--- config.mk ---
export PLATFORM = sky130hd
export DESIGN_NAME = dram_rmw_ctrl
export DESIGN_NICKNAME = d
export VERILOG_FILES = /design/src/rtl/dram_rmw_ctrl.sv
export SDC_FILE = /design/constraint.sdc
export NUM_CORES = 1
export LEC_CHECK = 0
export ABC_AREA = 1
export BUFFER_PORTS_ARGS = -buffer_cell sky130_fd_sc_hd__buf_2
export CAP_MARGIN = 30
export CELL_PAD_IN_SITES_DETAIL_PLACEMENT = 0
export CELL_PAD_IN_SITES_GLOBAL_PLACEMENT = 1
export CORE_MARGIN = 2
export CORE_UTILIZATION = 38
export DETAILED_ROUTE_END_ITERATION = 10
export PLACE_DENSITY_LB_ADDON = 0.1
export SYNTH_ARGS = -nofsm -noshare
export SYNTH_HDL_FRONTEND = slang
export SYNTH_SLANG_ARGS = --single-unit
--- constraint.sdc ---
create_clock -name clk -period 2.1 [get_ports clk]
set_input_delay 0.105 -clock clk [delete_from_list [all_inputs] [get_ports clk]]
set_output_delay 0.105 -clock clk [all_outputs]
set_load 0.05 [all_outputs]
--- src/rtl/dram_rmw_ctrl.sv ---
// dram_rmw_ctrl: single-outstanding request controller in front of a
// single-port synchronous RAM. Reads pass through. Full-word writes go
// straight to the RAM. Partial-byte writes become a read-modify-write.
// Writes with no byte enables complete without touching the RAM.
//
// Ports
//   clk, aresetn         clock (rising edge), async active-low reset
//   i_req_*/o_req_ready  request channel: valid/ready, wen, addr, be, data
//   o_rsp_*/i_rsp_ready  response channel: valid/ready, data (read word or
//                        final written word)
//   o_ram_*              RAM enable, write enable, word address, write data
//   i_ram_data           RAM read data, valid the cycle after a read access
//
// State  | meaning
// -------+---------------------------------------------------------------
// IDLE   | ready for a request
// READ   | RAM read access in progress (read or partial write)
// WAIT   | RAM data returns; capture read word or merge new bytes into it
// WRITE  | RAM write access of the merged word
// RESP   | response valid, held until the consumer takes it
//
// Every output is a flop. Each output flop is loaded with the value that
// belongs to the state being entered, so outputs line up with the state
// and no input reaches an output combinationally.

module dram_rmw_ctrl #(
    parameter int DATA_W = 32,
    parameter int DEPTH  = 1024,
    localparam int ADDR_W = $clog2(DEPTH),
    localparam int BE_W   = DATA_W / 8
) (
    input  logic              clk,
    input  logic              aresetn,
    input  logic              i_req_valid,
    output logic              o_req_ready,
    input  logic              i_req_wen,
    input  logic [ADDR_W-1:0] i_req_addr,
    input  logic [BE_W-1:0]   i_req_be,
    input  logic [DATA_W-1:0] i_req_data,
    output logic              o_rsp_valid,
    input  logic              i_rsp_ready,
    output logic [DATA_W-1:0] o_rsp_data,
    output logic              o_ram_en,
    output logic              o_ram_wen,
    output logic [ADDR_W-1:0] o_ram_addr,
    output logic [DATA_W-1:0] o_ram_data,
    input  logic [DATA_W-1:0] i_ram_data
);

    typedef enum logic [2:0] {
        S_IDLE,
        S_READ,
        S_WAIT,
        S_WRITE,
        S_RESP
    } state_t;

    state_t              state_q;
    logic                wen_q;
    logic [BE_W-1:0]     be_q;
    logic [DATA_W-1:0]   wdata_q;
    logic [DATA_W-1:0]   merge_q;
    logic [DATA_W-1:0]   merge_d;
    logic                req_ready_q;
    logic                rsp_valid_q;
    logic [DATA_W-1:0]   rsp_data_q;
    logic                ram_en_q;
    logic                ram_wen_q;
    logic [ADDR_W-1:0]   ram_addr_q;
    logic [DATA_W-1:0]   ram_data_q;

    // Enabled bytes come from the request, the rest from the old RAM word.
    always_comb begin
        merge_d = wdata_q;
        for (int k = 0; k < BE_W; k++) begin
            if (!be_q[k]) begin
                merge_d[8*k +: 8] = i_ram_data[8*k +: 8];
            end
        end
    end

    always_ff @(posedge clk or negedge aresetn) begin
        if (!aresetn) begin
            state_q     <= S_IDLE;
            wen_q       <= 1'b0;
            be_q        <= '0;
            wdata_q     <= '0;
            merge_q     <= '0;
            req_ready_q <= 1'b0;
            rsp_valid_q <= 1'b0;
            rsp_data_q  <= '0;
            ram_en_q    <= 1'b0;
            ram_wen_q   <= 1'b0;
            ram_addr_q  <= '0;
            ram_data_q  <= '0;
        end else begin
            // RAM strobes are single-cycle pulses; only READ/WRITE entry raises them.
            ram_en_q  <= 1'b0;
            ram_wen_q <= 1'b0;
            case (state_q)
                S_IDLE: begin
                    if (i_req_valid && req_ready_q) begin
                        req_ready_q <= 1'b0;
                        wen_q       <= i_req_wen;
                        be_q        <= i_req_be;
                        wdata_q     <= i_req_data;
                        ram_addr_q  <= i_req_addr;
                        if (i_req_wen && (&i_req_be)) begin
                            merge_q    <= i_req_data;
                            ram_data_q <= i_req_data;
                            ram_en_q   <= 1'b1;
                            ram_wen_q  <= 1'b1;
                            state_q    <= S_WRITE;
                        end else if (i_req_wen && (i_req_be == '0)) begin
                            rsp_data_q  <= '0;
                            rsp_valid_q <= 1'b1;
                            state_q     <= S_RESP;
                        end else begin
                            ram_en_q <= 1'b1;
                            state_q  <= S_READ;
                        end
                    end else begin
                        // Also raises ready on the first edge after reset release.
                        req_ready_q <= 1'b1;
                    end
                end
                S_READ: begin
                    state_q <= S_WAIT;
                end
                S_WAIT: begin
                    if (!wen_q) begin
                        rsp_data_q  <= i_ram_data;
                        rsp_valid_q <= 1'b1;
                        state_q     <= S_RESP;
                    end else begin
                        merge_q    <= merge_d;
                        ram_data_q <= merge_d;
                        ram_en_q   <= 1'b1;
                        ram_wen_q  <= 1'b1;
                        state_q    <= S_WRITE;
                    end
                end
                S_WRITE: begin
                    rsp_data_q  <= merge_q;
                    rsp_valid_q <= 1'b1;
                    state_q     <= S_RESP;
                end
                S_RESP: begin
                    if (i_rsp_ready) begin
                        rsp_valid_q <= 1'b0;
                        req_ready_q <= 1'b1;
                        state_q     <= S_IDLE;
                    end
                end
                default: begin
                    state_q <= S_IDLE;
                end
            endcase
        end
    end

    assign o_req_ready = req_ready_q;
    assign o_rsp_valid = rsp_valid_q;
    assign o_rsp_data  = rsp_data_q;
    assign o_ram_en    = ram_en_q;
    assign o_ram_wen   = ram_wen_q;
    assign o_ram_addr  = ram_addr_q;
    assign o_ram_data  = ram_data_q;

endmodule
==> out/metrics.cfg, run 1 <==
[global_route]
overflow=0
grtUsageTotal_pct=19.7
antenna_found_initial=0
grt_max_degree=97
grt_first_pass_wirelength_mm=25.3
grt_pass1_vias=5201

[sta]
min_period_ns=1.83
max-slew-margin-rel_pct=61.8
holdWs_ns=0.00997
worst_slew_pin_slew_ns=0.572
hold_violations=0
maxSlewViolCount=0
max_freq_mhz=547
finalSetupTns_ns=0
min_period_over_period_pct=87.1
fin_worst_skew_ns=0.00660
setup_viol=0
setup_ws_ns=0.271
rsz0062_at_grt=false

[setup_path]
crit_family=simple AND/OR/NAND/NOR gates
start_kind=flop
critPathRequiredTime_ns=2.42
critPathCaptureType=flop
cp_max_fo=28
startpoint=state_q[2]
r2r-start=state_q[2]
cp_slowest_cell=dfrtp_1
path_cells=nor2_2 > nand2_2 > nor2_8 > nand2_1 > nand2_2 > buf_12 > nand2_1 > o21ai_0
path_buf_inv=1
slowest_delay_ns=0.48
cp_data_arrival_time_ns=2.15
criticalPathCategory=reg -> reg

[finish]
antennaDiodeCount=0
design_area_mm2=0.00787
final_nets=1031
syn2layout_area_growth_pct=37.1
seqCellArea_mm2=0.00295
finalCoreUtilization_pct=53.8
multi_input_comb_area_mm2=0.00212
drive_above_1_share_pct=22.8
nFillCells=1444
stdcell_count=1144

[floorplanning]
io_pins=161
die-area_mm2=0.0161
initial_core_util_pct=39.2
dieWidth_um=127
fp-row-count=44
core_area_mm2=0.0146
die_h_um=127

[power]
power_density_mw_per_mm2=1610
p_leak_nw=4.08
irDropWorstVdd_uv=889
finalPower_mw=12.7

[logic_synthesis]
seq_area_frac_synth_pct=51.4
synth_area_mm2=0.00574
syn_area_per_cell_um2=7.81
ys_ff_latch=118
postSynthNetCount=818
ys_warn_count=0
synth.distinct_cells=20
synth_cells=735

[worst_hold_path]
worstHoldPathType=in -> reg
min_from=i_req_be[3]

[drt]
drt-total-wl_mm=15.2
via_per_inst=4.62
ant_nets=0
vias=5281
drtIter0Drc=337
drcViolationCount=0
dr.pass1.iters=5
wl_per_cell_um=13.3

[place]
place_ws_ns=0.295
io_buffers=160
place.gp.congestion=0.748
dp_cells=1043
hpwl_mm=9.54
dpl_cell_area_mm2=0.00665

[clock_tree]
postCtsSetupBuffers=0
cts_tree=done
numCtsBuffers=17
clock_path_buffers=2
cts-root-buf=clkbuf_16
insertion_delay_ns=0.40
cts.clk_slew.worst_paths_ns=0.05
cts.sinks=118
ctsHtreeMaxLevel=4

[run]
drv_cap=0

[status]
run_status=completed

[cell type report]
type,instances,area share [%]
Clock buffer,27,6.39
Timing Repair Buffer,239,21.1
Multi-Input combinational cell,469,26.9
Clock inverter,4,0.254
Sequential cell,118,37.5
Tap cell,184,2.92
Inverter,103,4.91
[synthesized netlist by cell type]
| cell | count | share of area, % |
|---|---|---|
| a21oi_1 | 34 | 3.0 |
| buf_1 | 1 | 0.065 |
| buf_2 | 11 | 0.96 |
| buf_4 | 3 | 0.39 |
| buf_6 | 12 | 2.4 |
| clkbuf_1 | 18 | 1.2 |
| dfrtp_1 | 118 | 51 |
| inv_1 | 101 | 6.6 |
| inv_2 | 2 | 0.13 |
| nand2_1 | 221 | 14 |
| nand2_2 | 2 | 0.22 |
| nand3_1 | 3 | 0.26 |
| nand4_1 | 2 | 0.22 |
| nor2_1 | 40 | 2.6 |
| nor2_2 | 1 | 0.11 |
| nor2_8 | 1 | 0.35 |
| nor3_4 | 1 | 0.28 |
| o21ai_0 | 98 | 8.5 |
| o21ai_1 | 49 | 4.3 |
| o21ai_2 | 17 | 2.6 |
[sequential cells by signal, summed over array words and instances (netlist names)]
register	count
o_rsp_valid	1
state_q	3
o_ram_en	1
be_q	4
wen_q	1
o_req_ready	1
o_ram_addr	10
o_rsp_data	32
wdata_q	32
o_ram_wen	1
o_ram_data	32
[power by group]
group	internal (mW)	switching [mW]	leakage, nW
clock	1.62	0.964	0.261
combinational	1.57	4.48	2.32
sequential	3.33	0.726	1.50
[cell families (layout without fill, tap and decap cells)]
logic type	Yosys count	count (layout)	share of synthesized area [%]
AO/OA/AOI/OAI	198	198	18.4
AND/OR/NAND/NOR	271	271	18.5
buffers and inverters	148	373	11.7
flip-flops	118	118	51.4
[worst register-to-register path, stage by stage, from the launching register on]
cell and delay [ns]:
dfrtp_1 0.48, nor2_2 0.15, nand2_2 0.12, nor2_8 0.25, nand2_1 0.10, nand2_2 0.26, buf_12 0.23, nand2_1 0.08
o21ai_0 0.07
[path summary, 6_finish.rpt]
kind / slack, ns / endpoint / cells after the start
setup / recovery: 0.27 / o_ram_data[0] / 8
hold / removal: 0.01 / be_q[3] / 3
setup reg to reg: 0.27 / o_ram_data[0] / 8
hold reg to reg: 0.47 / o_ram_addr[7] / 2
max in group asynchronous: 1.17 / o_rsp_data[29] / 3
min in group asynchronous: 0.24 / o_rsp_data[18] / 2
[cell usage in the layout (no fill, tap or decap)]
cell type,instances
nand4_1,2
o21ai_1,49
nor2_1,40
buf_4,3
inv_1,101
clkbuf_8,4
nand3_1,3
o21ai_2,17
nand2_1,220
nor2_2,1
nand2_2,3
inv_2,2
clkinv_2,4
o21ai_0,98
dlygate4sd3_1,70
dfrtp_1,118
clkbuf_16,17
nor3_4,1
buf_12,7
a21oi_1,34
clkbuf_1,6
buf_2,159
nor2_8,1
[what timing repair did]
item                                   in CTS  in global routing
hold buffers                               70                  0
gates resized for setup                     0                  0
endpoints found under the hold margin     108                  0
[routing by layer]
metal	vias to the layer above	share of wire, %	wire length (um)	global-route usage (%)
met1	2425	48	7260	26.4
li1	2721	-	-	-
met4	0	0.91	138	6.72
met3	10	3.8	585	3.75
met2	125	48	7260	32.2
met5	-	0	0	0
Note: power is estimated with default switching activity, not from simulation.
==> inputs of run 2 (changes only) <==
Settings changed: CORE_ASPECT_RATIO from default to 0.5.
==> run 2 against run 1 <==
Net effect: register-to-register slack gained 0.17 ns; largest cell class unchanged; critical path depth down 1; critical endpoint is now wdata_q[30]; non-clock buffer count increased by 6; via count fell by 0.81%; final cell count up 1.7%; critical path type unchanged; largest power group unchanged.
==> out/metrics.cfg, run 2 (synthesized netlist as in run 1, its figures left out) <==
[place]
place_ws_ns=0.435  ; +0.140 ns
io_buffers=160  ; unchanged
dp_cells=1062  ; +1.8%
place.gp.congestion=0.789  ; +5.5%
hpwl_mm=10.0  ; +5.0%
dpl_cell_area_mm2=0.00668  ; +0.45%

[floorplanning]
fp-row-count=31  ; -30%
die_h_um=90.9  ; -28%
die-area_mm2=0.0162  ; +0.37%
io_pins=161  ; unchanged
core_area_mm2=0.0146  ; -0.14%
initial_core_util_pct=39.3  ; +0.057 points
dieWidth_um=178  ; +40%

[drt]
via_per_inst=4.50  ; -2.4%
dr.pass1.iters=5  ; unchanged
vias=5238  ; -0.81%
drt-total-wl_mm=15.2  ; -0.16%
ant_nets=0  ; unchanged
drcViolationCount=0  ; unchanged
drtIter0Drc=218  ; -35%
wl_per_cell_um=13.1  ; -1.8%

[finish]
drive_above_1_share_pct=23.7  ; +0.92 points
final_cell_mix=nand2_1, buf_2, dfrtp_1
final_nets=1037  ; +0.58%
stdcell_count=1163  ; +1.7%
multi_input_comb_area_mm2=0.00212  ; unchanged
seqCellArea_mm2=0.00295  ; unchanged
finalCoreUtilization_pct=54.9  ; +1.1 points
nFillCells=1448  ; +0.28%
design_area_mm2=0.00802  ; +1.9%
layout_commonest_cell=nand2_1
antennaDiodeCount=0  ; unchanged
syn2layout_area_growth_pct=39.7

[setup_path]
cp_slowest_cell=dfrtp_1
r2r-start=state_q[2]
reg2reg_depth=7  ; -1
criticalPathCategory=reg -> reg
slowest_delay_ns=0.49  ; about the same
cp_data_arrival_time_ns=1.96  ; -0.19 ns
path_cells=nor2_2 > nand2_2 > nor2_8 > inv_2 > buf_12 > nand2_1 > o21ai_0
endpoint=wdata_q[30]
rrSetupSlack_ns=0.44  ; +0.17 ns
critPathCaptureType=flop
rr_endpoint=wdata_q[30]
critPathRequiredTime_ns=2.41  ; about the same
start_kind=flop
cp_max_fo=40  ; +43%
startpoint=state_q[2]

[power]
p_leak_nw=4.14  ; +1.3%
irDropWorstVdd_uv=760  ; -15%
power_density_mw_per_mm2=1650  ; +2.4%

[clock_tree]
cts_tree=done
clock_path_buffers=2  ; unchanged
cts-root-buf=clkbuf_16
ctsResizeCount=0  ; unchanged
numCtsBuffers=17  ; unchanged
ctsHtreeMaxLevel=4  ; unchanged
cts.sinks=118  ; unchanged
cts.clk_slew.worst_paths_ns=0.06  ; about the same
insertion_delay_ns=0.41  ; about the same

[sta]
maxSlewViolCount=0  ; unchanged
min_period_ns=1.66  ; -0.174 ns
max_freq_mhz=604  ; +11%
rsz0062_at_grt=false
max-slew-margin-rel_pct=66.7  ; +4.8 points
setup_viol=0  ; unchanged
setup_ws_ns=0.445  ; +0.174 ns
min_period_over_period_pct=78.8  ; -8.3 points
hold_violations=0  ; unchanged
fin_worst_skew_ns=0.0118  ; +0.00519 ns
finalSetupTns_ns=0  ; unchanged
worst_slew_pin_slew_ns=0.499  ; -0.0729 ns

[worst_hold_path]
worstHoldPathType=in -> reg

[status]
run_status=completed

[global_route]
grt_max_degree=97  ; unchanged
grtUsageTotal_pct=20.1  ; +0.38 points
overflow=0  ; unchanged
grt_first_pass_wirelength_mm=25.3  ; +0.11%
antenna_found_initial=0  ; unchanged
grt_pass1_vias=5144  ; -1.1%

[run]
drv_cap=0  ; unchanged

## run 2: cell count changes in the layout (fill, tap and decap cells not counted), sizes merged
cell | previous run | this run
buf | 169 | 174
clkbuf | 27 | 17
clkinvlp | 0 | 4
dlygate4sd3 | 70 | 71
bufinv | 0 | 5
## run 2: stage by stage
step	hold slack (ns)	power, mW
detailed placement	0.0281	10.1
CTS	0.000703	13.4
global placement	0.0258	10.0
floorplan	-0.191	8.65
finish	0.0108	13.2
global route	0.00572	14.2
## run 2: power by group
part | total, mW | internal [mW] | switching (mW)
Clock | 3.15 | 2.09 | 1.06
Sequential | 4.03 | 3.33 | 0.704
Combinational | 6.05 | 1.58 | 4.47
Total | 13.2 | 7.00 | 6.24
## run 2: per-layer routing
metal | wire length (um) | up-vias | share of wire (%) | global-route usage [%]
met5 | 0 | - | 0 | 0
met4 | 69 | 0 | 0.45 | 4.71
met3 | 701 | 6 | 4.6 | 5.56
met2 | 6820 | 113 | 45 | 31.8
met1 | 7630 | 2382 | 50 | 27.4
li1 | - | 2737 | - | -
## run 2: final cells by class
type / instances / share of cell area, %
well taps: 198 / 3.09
clock buffers: 17 / 5.30
inverters: 103 / 4.82
clock inverters: 13 / 2.59
repair buffers: 245 / 21.0
flip-flops and latches: 118 / 36.8
multi-input cells: 469 / 26.4
## run 2: worst min path at each step
| stage | from | end | slack [ns] | cells past startpoint |
|---|---|---|---|---|
| 6_report | i_ram_data[6] | o_rsp_data[6] | 0.01 | 3 |
| 5_1_grt | i_ram_data[31] | o_rsp_data[31] | 0.006 | 3 |
| 2_1_floorplan | aresetn | be_q[0] | -0.19 | 0 |
| 4_1_cts | i_ram_data[5] | o_rsp_data[5] | 0.0007 | 3 |
| 3_3_place_gp | aresetn | o_ram_addr[6] | 0.03 | 1 |
| 3_5_place_dp | aresetn | o_ram_addr[5] | 0.03 | 1 |
## run 2: critical path, delay by kind of cell, from the launching register on
| family | cells | cell delay, ns |
|---|---|---|
| simple gates | 4 | 0.33 |
| flops | 1 | 0.49 |
| compound gates | 1 | 0.09 |
| buf+inv | 2 | 0.64 |
## run 2: timing repair
item | in CTS | in global routing
endpoints found under the hold margin | 163 | 0
buffers inserted | 0 | 0
hold buffers | 71 | 0
==> inputs of run 3 (changes only) <==
Clock period 2.1 ns to 1.6 ns, I/O delays scaled along.
==> run 3 against run 2 <==
Net effect: first-iteration DRC count up 6.0%; fmax grew 12%; global-route usage about the same; clock skew fell by 0.0027 ns; sequential power up 31%; final cell count increased by 1.7%; count of clock-buffer cells in the layout rose by 2; via count up 2.5%; largest power group unchanged.
==> out/metrics.cfg, run 3 (synthesized netlist as in run 1, its figures left out) <==
[sta]
worst_slew_pin_slew_ns=0.508  ; +0.00896 ns
setup_viol=0  ; unchanged
fin_worst_skew_ns=0.00907  ; -0.00272 ns
min_period_over_period_pct=92.7  ; +14 points
min_period_ns=1.48  ; -0.172 ns
max-slew-margin-rel_pct=66.1  ; -0.55 points
max_freq_mhz=674  ; +12%
rsz0062_at_grt=true
maxSlewViolCount=0  ; unchanged
hold_violations=0  ; unchanged

[setup_path]
critPathRequiredTime_ns=1.93  ; -0.48 ns
criticalPathCategory=reg -> reg
crit_family=simple AND/OR/NAND/NOR gates
cp_slowest_cell=dfrtp_2
cp_max_fo=30  ; -25%
cp_data_arrival_time_ns=1.81  ; -0.15 ns
start_kind=flop
critPathCaptureType=flop
path_cells=nor2_2 > nand2_2 > inv_2 > nand2_1 > nand2_2 > buf_12 > nand2_1 > o21ai_1
path_buf_inv=2  ; unchanged
slowest_delay_ns=0.46  ; -0.03 ns

[place]
io_buffers=160  ; unchanged
dpl_cell_area_mm2=0.00678  ; +1.6%
place.gp.congestion=0.787  ; -0.28%
hpwl_mm=10.1  ; +1.2%

[drt]
vias=5370  ; +2.5%
dr.pass1.iters=4  ; -1
drt-total-wl_mm=15.5  ; +1.6%
via_per_inst=4.54  ; +0.79%
drcViolationCount=0  ; unchanged
drtIter0Drc=231  ; +6.0%
ant_nets=0  ; unchanged
wl_per_cell_um=13.1  ; -0.13%

[finish]
design_area_mm2=0.00825  ; +2.9%
seqCellArea_mm2=0.00296  ; about the same
antennaDiodeCount=0  ; unchanged
nFillCells=1417  ; -2.1%
final_nets=1055  ; +1.7%
drive_above_1_share_pct=24.7  ; +0.94 points
multi_input_comb_area_mm2=0.00212  ; unchanged
layout_commonest_cell=nand2_1
syn2layout_area_growth_pct=43.7
final_cell_mix=nand2_1, buf_2, dfrtp_1

[global_route]
grtUsageTotal_pct=20.1  ; about the same
overflow=0  ; unchanged
grt_pass1_vias=5198  ; +1.0%
grt_max_degree=58  ; -40%
grt_first_pass_wirelength_mm=25.4  ; +0.19%
antenna_found_initial=0  ; unchanged

[status]
run_status=completed

[clock_tree]
clock_path_buffers=2  ; unchanged
cts.clk_slew.worst_paths_ns=0.06  ; about the same
cts.sinks=118  ; unchanged
ctsHtreeMaxLevel=4  ; unchanged
cts-root-buf=clkbuf_16
numCtsBuffers=17  ; unchanged
cts_tree=done
insertion_delay_ns=0.41  ; about the same

[power]
finalPower_mw=17.5  ; +32%
power_frac_clock_pct=23.0  ; -0.8 points
power.internal_mw=9.15  ; +31%
irDropWorstVdd_uv=974  ; +28%
seqPwrFrac_pct=30.2  ; -0.3 points
power_frac_comb_pct=46.8  ; +1.1 points
switchingPower_mw=8.32  ; +33%
switching_share_pct=47.6  ; +0.48 points
power_density_mw_per_mm2=2120  ; +28%
p_leak_nw=4.25  ; +2.7%

[floorplanning]
dieWidth_um=178  ; unchanged
die_h_um=90.9  ; unchanged
fp-row-count=31  ; unchanged
core_area_mm2=0.0146  ; unchanged
initial_core_util_pct=39.3  ; unchanged
die-area_mm2=0.0162  ; unchanged
io_pins=161  ; unchanged

[worst_hold_path]
worstHoldPathType=in -> reg

[run]
drv_cap=0  ; unchanged

[run 3: cell types whose count changed in the layout (fill, tap and decap cells not counted), moves of 2 or more]
cell / change
buf_12: +4
buf_6: +3
bufinv_16: -2
clkbuf_8: +2
dfrtp_1: -2
dfrtp_2: +2
dlygate4sd3_1: +9
inv_6: +3
[run 3: layer usage]
layer,share of wire [%],wire (um),GRT usage (%)
met5,0,0,0
met1,50,7720,27.6
met4,0.63,97,4.51
met2,44,6810,31.9
met3,5.4,837,5.18
[run 3: worst paths after layout]
check                            endpoint  slack, ns      startpoint  depth (start not counted)
setup reg to reg            o_rsp_data[2]       0.12      state_q[2]                          8
hold / removal             o_rsp_data[10]       0.02  i_ram_data[10]                          3
hold reg to reg             o_ram_addr[2]       0.47   o_ram_addr[2]                          2
setup / recovery            o_rsp_data[2]       0.12      state_q[2]                          8
min in group asynchronous     wdata_q[20]       0.16         aresetn                          2
max in group asynchronous      state_q[2]       0.89         aresetn                          3
[run 3: power groups by stage]
| stage | sequential, mW | clock, mW | combinational (mW) |
|---|---|---|---|
| 2_1_floorplan | 8.24 | 0 | 3.11 |
| 3_3_place_gp | 5.28 | 0 | 7.95 |
| 3_5_place_dp | 5.30 | 0 | 8.02 |
| 4_1_cts | 5.27 | 4.12 | 8.22 |
| 5_1_grt | 5.46 | 4.28 | 8.95 |
| 6_report | 5.27 | 4.02 | 8.18 |
[run 3: per-stage QoR]
| step | setup TNS, ns | hold slack (ns) | setup slack, ns | instances | util (%) |
|---|---|---|---|---|---|
| after detailed placement | 0 | 0.0587 | 0.0196 | 1069 | 46.4 |
| after CTS | 0 | 0.00884 | 0.0483 | 1183 | 56.2 |
| final | 0 | 0.0246 | 0.117 | 1183 | 56.4 |
| after floorplan | 0 | -0.216 | 0.107 | 735 | - |
| after global placement | 0 | 0.0517 | 0.0744 | 1069 | 46.4 |
| after global routing | -0.0825 | 0.0406 | -0.0238 | 1183 | 56.4 |
[run 3: area by class of cell]
cell class                 instances  area share [%]
sequential                       118            35.8
multi-input combinational        469            25.7
timing repair buffer             263            23.2
clock buffer                      19            5.49
inverter                         103            4.69
tap                              198            3.00
clock inverter                    13            2.06
[run 3: what timing repair did]
action / in CTS / in global routing
endpoints found under the setup margin: 1 / 39
endpoints found under the hold margin: 180 / 0
gates cloned: 0 / 1
gates resized for setup: 0 / 5
pin swaps: 1 / 1
hold buffers: 80 / 0
setup buffers: 2 / 0
[run 3: tightest hold or removal path: stages]
cell     delay (ns)
buf_2          0.09
a21oi_1        0.08
o21ai_1        0.13
